<file path="src/rtl/player_hit_ctrl.sv">
// Latches player/moon overlap per frame, resolves hits at frame_tick, tracks lives/invuln/game-over.
// All outputs registered; updates land one cycle after the frame_tick or restart edge.
module player_hit_ctrl #(
  parameter int unsigned LIVES         = 3,
  parameter int unsigned INVULN_FRAMES = 120,
  parameter int unsigned BLINK_BIT     = 3,
  parameter int unsigned SPEED_STEP    = 200000,
  parameter int unsigned SPEED_MAX     = 1000000
) (
  input  logic        clk,
  input  logic        reset,
  input  logic        frame_tick_i,
  input  logic        video_on_i,
  input  logic        player_on_i,
  input  logic        moon_on_i,
  input  logic        restart_i,
  output logic [2:0]  lives_o,
  output logic        invuln_o,
  output logic        player_visible_o,
  output logic        hit_pulse_o,
  output logic        game_over_o,
  output logic [25:0] speed_offset_o
);

  typedef enum logic [1:0] {S_ALIVE, S_INVULN, S_OVER} state_t;

  state_t      state_q, state_d;
  logic [2:0]  lives_q, lives_d;
  logic [7:0]  inv_cnt_q, inv_cnt_d;
  logic        ov_q, ov_d;
  logic        hit_d;
  logic [25:0] speed_q, speed_d;
  logic        cur_ov, eval;
  logic [26:0] speed_sum;

  assign cur_ov    = video_on_i & player_on_i & moon_on_i;
  assign eval      = ov_q | cur_ov;
  assign speed_sum = {1'b0, speed_q} + 27'(SPEED_STEP);

  always_comb begin
    state_d   = state_q;
    lives_d   = lives_q;
    inv_cnt_d = inv_cnt_q;
    speed_d   = speed_q;
    hit_d     = 1'b0;
    ov_d      = ov_q | cur_ov;
    if (restart_i) begin
      state_d   = S_ALIVE;
      lives_d   = 3'(LIVES);
      inv_cnt_d = '0;
      speed_d   = '0;
      ov_d      = 1'b0;
    end else if (frame_tick_i) begin
      // Same-cycle overlap is folded into eval before the latch clears.
      ov_d = 1'b0;
      case (state_q)
        S_ALIVE: begin
          if (eval) begin
            hit_d   = 1'b1;
            speed_d = (speed_sum > 27'(SPEED_MAX)) ? 26'(SPEED_MAX) : speed_sum[25:0];
            if (lives_q == 3'd1) begin
              lives_d = 3'd0;
              state_d = S_OVER;
            end else begin
              lives_d   = lives_q - 3'd1;
              inv_cnt_d = 8'(INVULN_FRAMES - 1);
              state_d   = S_INVULN;
            end
          end
        end
        S_INVULN: begin
          if (inv_cnt_q == 8'd0) state_d = S_ALIVE;
          else                   inv_cnt_d = inv_cnt_q - 8'd1;
        end
        S_OVER:  state_d = S_OVER;
        default: state_d = S_ALIVE;
      endcase
    end
  end

  always_ff @(posedge clk or posedge reset) begin
    if (reset) begin
      state_q          <= S_ALIVE;
      lives_q          <= 3'(LIVES);
      inv_cnt_q        <= '0;
      ov_q             <= 1'b0;
      speed_q          <= '0;
      hit_pulse_o      <= 1'b0;
      invuln_o         <= 1'b0;
      game_over_o      <= 1'b0;
      player_visible_o <= 1'b1;
    end else begin
      state_q          <= state_d;
      lives_q          <= lives_d;
      inv_cnt_q        <= inv_cnt_d;
      ov_q             <= ov_d;
      speed_q          <= speed_d;
      hit_pulse_o      <= hit_d;
      invuln_o         <= (state_d == S_INVULN);
      game_over_o      <= (state_d == S_OVER);
      player_visible_o <= (state_d == S_ALIVE) |
                          ((state_d == S_INVULN) & ~inv_cnt_d[BLINK_BIT]);
    end
  end

  assign lives_o        = lives_q;
  assign speed_offset_o = speed_q;

endmodule
</file>
<file path="config.mk">
export PLATFORM = sky130hd
export DESIGN_NAME = player_hit_ctrl
export DESIGN_NICKNAME = d
export VERILOG_FILES = /design/src/rtl/player_hit_ctrl.sv
export SDC_FILE = /design/constraint.sdc
export NUM_CORES = 1
export LEC_CHECK = 0
export CAP_MARGIN = 20
export CELL_PAD_IN_SITES_DETAIL_PLACEMENT = 1
export CELL_PAD_IN_SITES_GLOBAL_PLACEMENT = 1
export CORE_MARGIN = 2
export CORE_UTILIZATION = 43
export DETAILED_ROUTE_END_ITERATION = 6
export DONT_BUFFER_PORTS = 1
export PLACE_DENSITY_LB_ADDON = 0.1
export SLEW_MARGIN = 0
export SYNTH_ARGS = -nofsm -noshare
export SYNTH_HDL_FRONTEND = slang
export SYNTH_SLANG_ARGS = --single-unit
</file>
<file path="constraint.sdc">
create_clock -name clk -period 4.55 [get_ports clk]
set_clock_uncertainty 0.2 [all_clocks]
set_input_delay 0.91 -clock clk [delete_from_list [all_inputs] [get_ports clk]]
set_output_delay 0.91 -clock clk [all_outputs]
set_load 0.1 [all_outputs]
</file>
==> results.ini, run 1 <==
[sta]
setup_ws_ns = 1.221
worst_pin_slew_ns = 1.101
maxSlewViolCount = 0
report.final.setup_viol = 0
min_period_over_period = 0.7317
setup_tns_ns = 0
rsz0062_at_grt = no
slew_headroom = 0.2657
hold_viol_final = 0
fin_hold_ws_ns = 0.3043
timing.fmax_mhz = 300.4
finalCriticalPeriod_ns = 3.329

[place]
portBuffers = 0
post-place-ws_ns = 1.257
place.gp.congestion = 0.8604
placed_area_um2 = 2575
hpwlAfterDp_um = 4848

[clock_network]
clk_pin_slew_ns = 0.08
tritoncts = yes
ctsLongestPathBuffers = 2
post_cts_resized = 0
hold_buffers = 0
insertion_delay_ns = 0.29
root_buffer = clkbuf_8
cts.sinks = 38
htree_num_levels = 2
cts_buffers = 5
cts_setup_buffers = 0

[yosys]
ys_seq_elements = 38
synthAdderAreaFrac = 0.02999
synth_compound_area_frac = 0.2684
synth.distinct_cells = 56
synth-simple-area-share = 0.2309
synthCells = 290
ys_warn_count = 0
synth_xor_area_frac = 0.006997
synth_top_family_by_area = compound AO/OA/AOI/OAI gates
synth-async-reset-ratio = 1.000
synth-main-ff-cell = dfrtp_1
syn_area_um2 = 2504
synth_area_per_cell_um2 = 8.633
synth_edf_count = 0
yosysSeqAreaShare = 0.3813
muxShareOfSynthArea = 0.01599

[floorplan]
dieArea_um2 = 6449
core.rowCount = 27
ios = 40
start_util = 0.4492
die_y_um = 80.31
core_area_um2 = 5574
die_w_um = 80.31

[pwr]
internal-power_uw = 597.0
combPwrFrac = 0.144
p_total_uw = 854.5
ir_drop_mv = 0.1659
power.switching_uw = 257.5
p_per_area_nw_per_um2 = 314.4
leakage_uw = 0.001146
p_sw_frac = 0.3014
power.share.clock = 0.406
p_seq_frac = 0.450

[run_status]
status = finished clean

[layout]
final_common_cell = dfrtp_1
antenna_cells = 0
layout-drive-gt1-share = 0.1237
nets = 303
postLayoutCellArea_um2 = 2718
area_delta_synth_final_pct = 8.546
nFillCells = 686
layout_common_cells = dfrtp_1, nor2_1, o21ai_0

[job]
cap_violations = 0

[worst_setup_path]
required_ns = 4.58
crit_top_cell = o21ai_2
crit_start = speed_offset_o[6]$_DFFE_PP0P_
startpoint_type = flip-flop
worst-path-max-fanout = 7
crit_arrival_ns = 3.36
r2r-start = speed_offset_o[6]$_DFFE_PP0P_
cpPeakStageDelay_ns = 0.79
criticalPathCategory = reg2reg
crit_slowest_cell = dfrtp_1
cp-end-kind = flip-flop
crit_path_cell_trace = ha_1, or2_2, or4_4, a2111oi_4, o21ai_2, o21ai_2, o41a_1

[drt]
drcViolationCount = 0
drt-initial-drc-count = 96
drt-vias-per-instance = 6.085
vias = 2209
ant_nets = 0
drtPass1Iterations = 4
wl_um = 6891
wire_per_inst_um = 18.98

[global_routing]
grt_pass1_wl_um = 11470
grt_pass1_vias = 2184
grt_start_max_net_pins = 39
grt_overflow_total = 0
antenna_found_initial = 0
grt_use_total = 0.2305

[hold_path]
min_path_type = in2async

cell type report:
type / count / area (µm²) / area share
timing repair buffer: 12 / 87.58 / 0.03223
multi-input combinational: 223 / 1410 / 0.5189
inverter: 10 / 37.54 / 0.01381
tap: 72 / 90.09 / 0.03315
clock inverter: 3 / 68.82 / 0.02532
clock buffer: 5 / 68.82 / 0.02532
sequential: 38 / 954.7 / 0.3513
cell families (layout without fill, tap and decap cells):
kind of cell    count (synthesis)  count (layout)
flops                          38              38
other cells                     1               6
xor+xnor                        2               2
mux                             4               4
compound gates                 93              93
buf+inv                        34              30
simple gates                  112             112
fa+ha+maj                       6               6
sequential cells by signal, summed over array words and instances, names as in the netlist:
name and count:
inv_cnt_q 8, lives_o 3, player_visible_o 1, speed_offset_o 20
ov_q 1, hit_pulse_o 1, game_over_o 1, invuln_o 1
state_q 2
per-stage QoR:
stage,utilization,std cells
finish,0.4875,363
global route,0.4875,363
CTS,0.4866,362
detailed placement,0.4620,354
global placement,0.4620,354
floorplan,-,295
worst paths after layout:
kind / depth (start not counted) / end / slack (ns)
min: 1 / invuln_o$_DFF_PP0_ / 0.30
max reg2reg: 7 / speed_offset_o[6]$_DFFE_PP0P_ / 1.22
max: 7 / speed_offset_o[6]$_DFFE_PP0P_ / 1.22
max in group asynchronous: 2 / lives_o[1]$_DFFE_PP1P_ / 3.05
min in group clk: 2 / inv_cnt_q[5]$_DFFE_PP0P_ / 0.34
min reg2reg: 2 / inv_cnt_q[5]$_DFFE_PP0P_ / 0.34
worst max-delay path: cells and delay by family, from the launching register on:
kind / cells / cell delay (ns)
adders and majority gates: 1 / 0.48
and+or+nand+nor: 2 / 0.82
DFF: 1 / 0.79
AOI/OAI and AO/OA: 4 / 0.97
synthesized netlist by cell type (2+ instances only):
library cell	number	area, µm²
ha_1	6	75.07
o21a_1	4	30.03
a31oi_1	5	31.28
a311oi_1	4	35.03
nor4_1	5	31.28
nand2_1	17	63.81
o41ai_1	5	43.79
o22ai_1	4	25.02
a211o_1	2	17.52
nand3b_1	6	45.04
mux2i_1	4	40.04
dfrtp_1	35	875.8
nor2b_1	4	25.02
nor3_1	13	65.06
nand3_1	8	40.04
a2111oi_4	2	55.05
o21ai_0	19	95.09
dfstp_2	3	78.83
nand4_1	2	12.51
buf_4	6	45.04
a21oi_1	18	90.09
or2_2	3	18.77
or4_1	2	15.01
clkbuf_1	13	48.80
a21o_1	4	30.03
o211ai_1	2	15.01
buf_2	4	20.02
o21bai_1	2	15.01
inv_1	10	37.54
a211oi_1	7	52.55
xnor2_1	2	17.52
or2_1	2	12.51
nor2_1	31	116.4
o21ai_2	2	17.52
and2_1	6	37.54
and4_1	2	17.52
nand2b_1	2	12.51
or3_1	5	31.28
o31ai_1	2	15.01
power groups by stage:
stage                     combinational, µW  clock, µW  sequential [µW]
final                                   123        347              384
after global routing                    135        375              386
after CTS                               123        357              384
after detailed placement                122          0              390
after global placement                  120          0              390
after floorplan                        94.6          0              401
metal layers:
layer  part of all wire  track usage  vias up
met5                  0            0        -
met4             0.0074      0.04915        0
met3              0.038      0.04270        4
met2               0.46       0.3608       36
met1               0.49       0.3315     1113
li1                   -            -     1056
(Power assumes the default switching activity.)
==> inputs of run 2 (changes only) <==
==> constraint.sdc (replaced) <==
create_clock -name clk -period 3.4 [get_ports clk]
set_clock_uncertainty 0.2 [all_clocks]
set_input_delay 0.68 -clock clk [delete_from_list [all_inputs] [get_ports clk]]
set_output_delay 0.68 -clock clk [all_outputs]
set_load 0.1 [all_outputs]
==> run 2 against run 1 <==
Net effect:
- design area increased by 4.7%
- final cell count increased by 4.4%
- global-route usage decreased by 0.13 points
- register-to-register slack got worse by 0.68 ns
==> results.ini, run 2 (synthesized netlist as in run 1, its figures left out) <==
[worst_setup_path]
crit_path_cell_trace = ha_1, or2_2, or4_4, a2111oi_4, o2bb2ai_1, o21a_1, a311oi_1
criticalPathCategory = reg2reg
crit_start = speed_offset_o[6]$_DFFE_PP0P_
critPathTopFamily = compound AO/OA/AOI/OAI gates
endpoint = speed_offset_o[16]$_DFFE_PP0P_
r2r-start = speed_offset_o[6]$_DFFE_PP0P_
crit_arrival_ns = 2.85  ; -0.51 ns
cp_num_buf_inv = 0  ; unchanged
required_ns = 3.38  ; -1.20 ns
startpoint_type = flip-flop
reg2reg_setup_slack_ns = 0.54  ; -0.68 ns
worst-path-max-fanout = 7  ; unchanged
reg2regPathDepth = 7  ; unchanged
cpPeakStageDelay_ns = 0.51  ; -0.28 ns
crit_slowest_cell = or4_4
rr_endpoint = speed_offset_o[16]$_DFFE_PP0P_
cp-end-kind = flip-flop
crit_cells = 7  ; unchanged

[layout]
final_common_cell = dfrtp_1
seqCellArea_um2 = 954.7  ; unchanged
layout_common_cells = dfrtp_1, nor2_1, buf_4
nets = 319  ; +5.3%
largest_reg_flops = 20  ; unchanged
finalNonFillerCells = 379  ; +4.4%
layout-drive-gt1-share = 0.1694  ; +0.04567
antenna_cells = 0  ; unchanged
area_delta_synth_final_pct = 13.59
multi_input_area_um2 = 1410  ; unchanged
nFillCells = 678  ; -1.2%

[floorplan]
dieArea_um2 = 6449  ; unchanged
core.rowCount = 27  ; unchanged
ios = 40  ; unchanged
die_y_um = 80.31  ; unchanged
die_w_um = 80.31  ; unchanged
start_util = 0.4492  ; unchanged
core_area_um2 = 5574  ; unchanged

[pwr]
ir_drop_mv = 0.2268  ; +37%
p_per_area_nw_per_um2 = 405.0  ; +29%
leakage_uw = 0.001231  ; +7.4%
p_total_uw = 1152  ; +35%

[sta]
setup_tns_ns = 0  ; unchanged
rsz0062_at_grt = no
finalCriticalPeriod_ns = 2.863  ; -0.4663 ns
timing.fmax_mhz = 349.3  ; +16%
hold_viol_final = 0  ; unchanged
report.final.setup_viol = 0  ; unchanged
min_period_over_period = 0.8420  ; +0.1103
worst_pin_slew_ns = 0.8762  ; -0.2253 ns
fin_hold_ws_ns = 0.07611  ; -0.2282 ns
slew_headroom = 0.4163  ; +0.1506
maxSlewViolCount = 0  ; unchanged

[drt]
drtPass1Iterations = 4  ; unchanged
wl_um = 6902  ; +0.16%
ant_nets = 0  ; unchanged
drcViolationCount = 0  ; unchanged
drt-initial-drc-count = 118  ; +23%
met2_length_um = 3176  ; +0.28%
top_layer_used = met4
vias = 2282  ; +3.3%
wl_met1_um = 3331  ; -2.3%
dr_wl_met3_um = 344  ; +31%
wire_per_inst_um = 18.21  ; -4.1%
drt-vias-per-instance = 6.021  ; -1.1%

[clock_network]
ctsLongestPathBuffers = 2  ; unchanged
post_cts_resized = 0  ; unchanged
cts_setup_buffers = 0  ; unchanged
hold_buffers = 0  ; unchanged
insertion_delay_ns = 0.29  ; about the same
htree_num_levels = 2  ; unchanged
clk_pin_slew_ns = 0.09  ; about the same
cts.sinks = 38  ; unchanged
root_buffer = clkbuf_8
cts_buffers = 5  ; unchanged
tritoncts = yes

[global_routing]
grt_pass1_vias = 2255  ; +3.3%
antenna_found_initial = 0  ; unchanged
grt_use_total = 0.2293  ; -0.001262
grt_pass1_wl_um = 11330  ; -1.3%
grt_overflow_total = 0  ; unchanged
grt_start_max_net_pins = 39  ; unchanged

[job]
cap_violations = 0  ; unchanged

[run_status]
status = finished clean

[place]
place.gp.congestion = 0.8237  ; -4.3%
placed_cells = 370  ; +4.5%
hpwlAfterDp_um = 4936  ; +1.8%
portBuffers = 0  ; unchanged

[hold_path]
min_path_type = in2async

run 2: worst min-delay path by stage:
stage                                         from                             end
global route                                 reset              invuln_o$_DFF_PP0_
finish                                       reset            state_q[0]$_DFF_PP0_
floorplan                 inv_cnt_q[5]$_DFFE_PP0P_        inv_cnt_q[5]$_DFFE_PP0P_
CTS                                          reset        inv_cnt_q[4]$_DFFE_PP0P_
global placement    speed_offset_o[25]$_DFFE_PP0P_  speed_offset_o[25]$_DFFE_PP0P_
detailed placement  speed_offset_o[25]$_DFFE_PP0P_  speed_offset_o[25]$_DFFE_PP0P_
run 2: final cells by class:
cell class	instances	share of cell area
inverters	10	0.01320
well taps	72	0.03168
multi-input cells	223	0.4958
clock buffers	5	0.02420
flip-flops and latches	38	0.3357
clock inverters	3	0.02420
repair buffers	28	0.07523
run 2: worst reg2reg max path, stage by stage, from the launching register on:
cell and delay [ns]:
dfrtp_1 0.46, ha_1 0.28, or2_2 0.32, or4_4 0.51
a2111oi_4 0.38, o2bb2ai_1 0.15, o21a_1 0.19, a311oi_1 0.27
run 2: power by group:
group	total (µW)	switching (µW)	internal [µW]
Sequential	494	30.8	463
Clock	468	174	294
Combinational	190	143	47.5
Total	1150	347	805
run 2: through the flow:
| stage | utilization | setup slack [ns] | instance area, µm² |
|---|---|---|---|
| after floorplan | - | 0.2911 | 2522 |
| after global placement | 0.4835 | 0.7203 | 2695 |
| after detailed placement | 0.4835 | 0.5441 | 2695 |
| after CTS | 0.5082 | 0.5208 | 2833 |
| after global routing | 0.5102 | 0.4316 | 2844 |
| final | 0.5102 | 0.5372 | 2844 |
run 2: layer usage:
| metal | vias to the layer above | GRT usage |
|---|---|---|
| li1 | 1093 | - |
| met1 | 1132 | 0.3173 |
| met2 | 51 | 0.3633 |
| met3 | 6 | 0.05281 |
| met4 | 0 | 0.05424 |
| met5 | - | 0 |
==> inputs of run 3 (changes only) <==
==> constraint.sdc (replaced) <==
create_clock -name clk -period 2.3 [get_ports clk]
set_clock_uncertainty 0.2 [all_clocks]
set_input_delay 0.46 -clock clk [delete_from_list [all_inputs] [get_ports clk]]
set_output_delay 0.46 -clock clk [all_outputs]
set_load 0.1 [all_outputs]
==> run 3 against run 2 <==
Net effect:
- combinational power grew 120%
- the flow now finishes with violations (setup timing)
- die area is the same
- core utilization grew 14 points
==> results.ini, run 3 (synthesized netlist as in run 1, its figures left out) <==
[floorplan]
core.rowCount = 27  ; unchanged
die_y_um = 80.31  ; unchanged
ios = 40  ; unchanged
start_util = 0.4492  ; unchanged
die_w_um = 80.31  ; unchanged
core_area_um2 = 5574  ; unchanged
dieArea_um2 = 6449  ; unchanged

[sta]
timing.fmax_mhz = 364.8  ; +4.4%
setup_tns_ns = -4.702  ; -4.702 ns
rsz0062_at_grt = yes
slew_headroom = 0.6100  ; +0.1937
fin_hold_ws_ns = 0.01763  ; -0.05848 ns
hold_viol_final = 0  ; unchanged
worst_pin_slew_ns = 0.5844  ; -0.2917 ns
report.final.setup_viol = 15  ; +15
maxSlewViolCount = 0  ; unchanged
finalCriticalPeriod_ns = 2.741  ; -0.1214 ns
min_period_over_period = 1.192  ; +0.3499
setup_ws_ns = -0.4414  ; -0.9786 ns

[global_routing]
grt_start_max_net_pins = 39  ; unchanged
antenna_found_initial = 0  ; unchanged
grt_overflow_total = 0  ; unchanged
grt_use_total = 0.2906  ; +0.06133
grt_pass1_vias = 2702  ; +20%
grt_pass1_wl_um = 14110  ; +25%

[pwr]
internal-power_uw = 1285  ; +60%
power.switching_uw = 575.8  ; +66%
leakage_uw = 0.001573  ; +28%
p_total_uw = 1861  ; +62%
combPwrFrac = 0.227  ; +0.062
p_seq_frac = 0.382  ; -0.047
p_per_area_nw_per_um2 = 514.6  ; +27%
p_sw_frac = 0.3094  ; +0.008155
ir_drop_mv = 0.4144  ; +83%
power.share.clock = 0.392  ; -0.014

[drt]
drcViolationCount = 0  ; unchanged
vias = 2771  ; +21%
drtPass1Iterations = 4  ; unchanged
wl_um = 10250  ; +48%
wire_per_inst_um = 23.03  ; +26%
drt-vias-per-instance = 6.227  ; +3.4%
ant_nets = 0  ; unchanged
drt-initial-drc-count = 249  ; +110%

[layout]
nFillCells = 644  ; -5.0%
area_delta_synth_final_pct = 44.43
nets = 385  ; +21%
final_common_cell = buf_4
antenna_cells = 0  ; unchanged
largest_reg_flops = 20  ; unchanged
multi_input_area_um2 = 1615  ; +15%
layout-drive-gt1-share = 0.4450  ; +0.2757
layout_common_cells = buf_4, nor2_1, nand2_1, dfrtp_1, dfrtp_2
seqCellArea_um2 = 993.5  ; +4.1%

[place]
place.gp.congestion = 0.8341  ; +1.3%
portBuffers = 0  ; unchanged
hpwlAfterDp_um = 5976  ; +21%

[clock_network]
tritoncts = yes
root_buffer = clkbuf_8
insertion_delay_ns = 0.29  ; about the same
cts.sinks = 38  ; unchanged
htree_num_levels = 2  ; unchanged
ctsLongestPathBuffers = 2  ; unchanged
clk_pin_slew_ns = 0.08  ; about the same
cts_buffers = 5  ; unchanged

[worst_setup_path]
worst-path-max-fanout = 5  ; -2
crit_arrival_ns = 2.75  ; -0.10 ns
criticalPathCategory = reg2reg
crit_top_cell = buf_4
cpPeakStageDelay_ns = 0.55  ; +0.04 ns
required_ns = 2.31  ; -1.07 ns
startpoint_type = flip-flop
cp-end-kind = flip-flop
crit_path_cell_trace = ha_4, buf_4, o21a_4, o21ai_1, buf_4, a2111oi_4, or3_1, or4_1, a21oi_2
crit_slowest_cell = or4_1

[run_status]
violations = setup timing
status = complete, but fails checks

[hold_path]
min_path_type = in2reg

[job]
cap_violations = 0  ; unchanged

[run 3: worst paths after layout]
| check | start | endpoint | slack, ns | cells past startpoint |
|---|---|---|---|---|
| worst max register to register | speed_offset_o[6]$_DFFE_PP0P_ | speed_offset_o[15]$_DFFE_PP0P_ | -0.44 | 9 |
| worst min register to register | inv_cnt_q[5]$_DFFE_PP0P_ | inv_cnt_q[5]$_DFFE_PP0P_ | 0.39 | 2 |
| worst min-delay path | restart_i | invuln_o$_DFF_PP0_ | 0.02 | 1 |
| min in group asynchronous | reset | speed_offset_o[25]$_DFFE_PP0P_ | 0.48 | 2 |
| worst max-delay path | speed_offset_o[6]$_DFFE_PP0P_ | speed_offset_o[15]$_DFFE_PP0P_ | -0.44 | 9 |
| max in group asynchronous | reset | player_visible_o$_DFF_PP1_ | 0.72 | 3 |
[run 3: stage by stage]
step | setup WS (ns) | instances | instance area [µm²] | util
finish | -0.4414 | 445 | 3616 | 0.6487
global route | -0.5670 | 445 | 3616 | 0.6487
CTS | -0.3501 | 438 | 3487 | 0.6256
detailed placement | -0.3631 | 420 | 3168 | 0.5684
global placement | -0.2375 | 420 | 3168 | 0.5684
floorplan | -0.3947 | 295 | 2643 | -
[run 3: routing by layer]
| metal | share of wire | track usage | routed length, µm |
|---|---|---|---|
| met5 | 0 | 0 | 0 |
| met4 | 0.040 | 0.1085 | 410 |
| met3 | 0.061 | 0.07191 | 630 |
| met2 | 0.50 | 0.4850 | 5089 |
| met1 | 0.40 | 0.3619 | 4117 |
[run 3: what timing repair did]
action,in CTS,in global routing
endpoints found under the setup margin,16,24
hold endpoints to repair,12,0
resized for setup,23,23
buffers inserted,9,6
cloned,0,1
pin swaps,13,11
hold buffers,1,0
[run 3: power groups by stage]
| stage | Combinational [µW] | Sequential [µW] | Clock (µW) |
|---|---|---|---|
| global placement | 361 | 718 | 0 |
| CTS | 390 | 706 | 729 |
| detailed placement | 372 | 719 | 0 |
| floorplan | 201 | 799 | 0 |
| finish | 422 | 710 | 729 |
| global route | 447 | 711 | 753 |
[run 3: cell type report]
class,instances,area share
inverters,10,0.01107
multi-input cells,223,0.4467
flip-flops and latches,38,0.2747
well taps,72,0.02491
clock inverters,2,0.01661
clock buffers,6,0.02284
repair buffers,94,0.2031
[run 3: worst max-delay path: cells and delay by family (launching register included)]
family,cells,cell delay [ns]
flip-flops,1,0.50
buffers and inverters,2,0.26
AND/OR/NAND/NOR,2,0.90
AO/OA/AOI/OAI,4,0.60
adder cells (fa/ha/maj),1,0.18
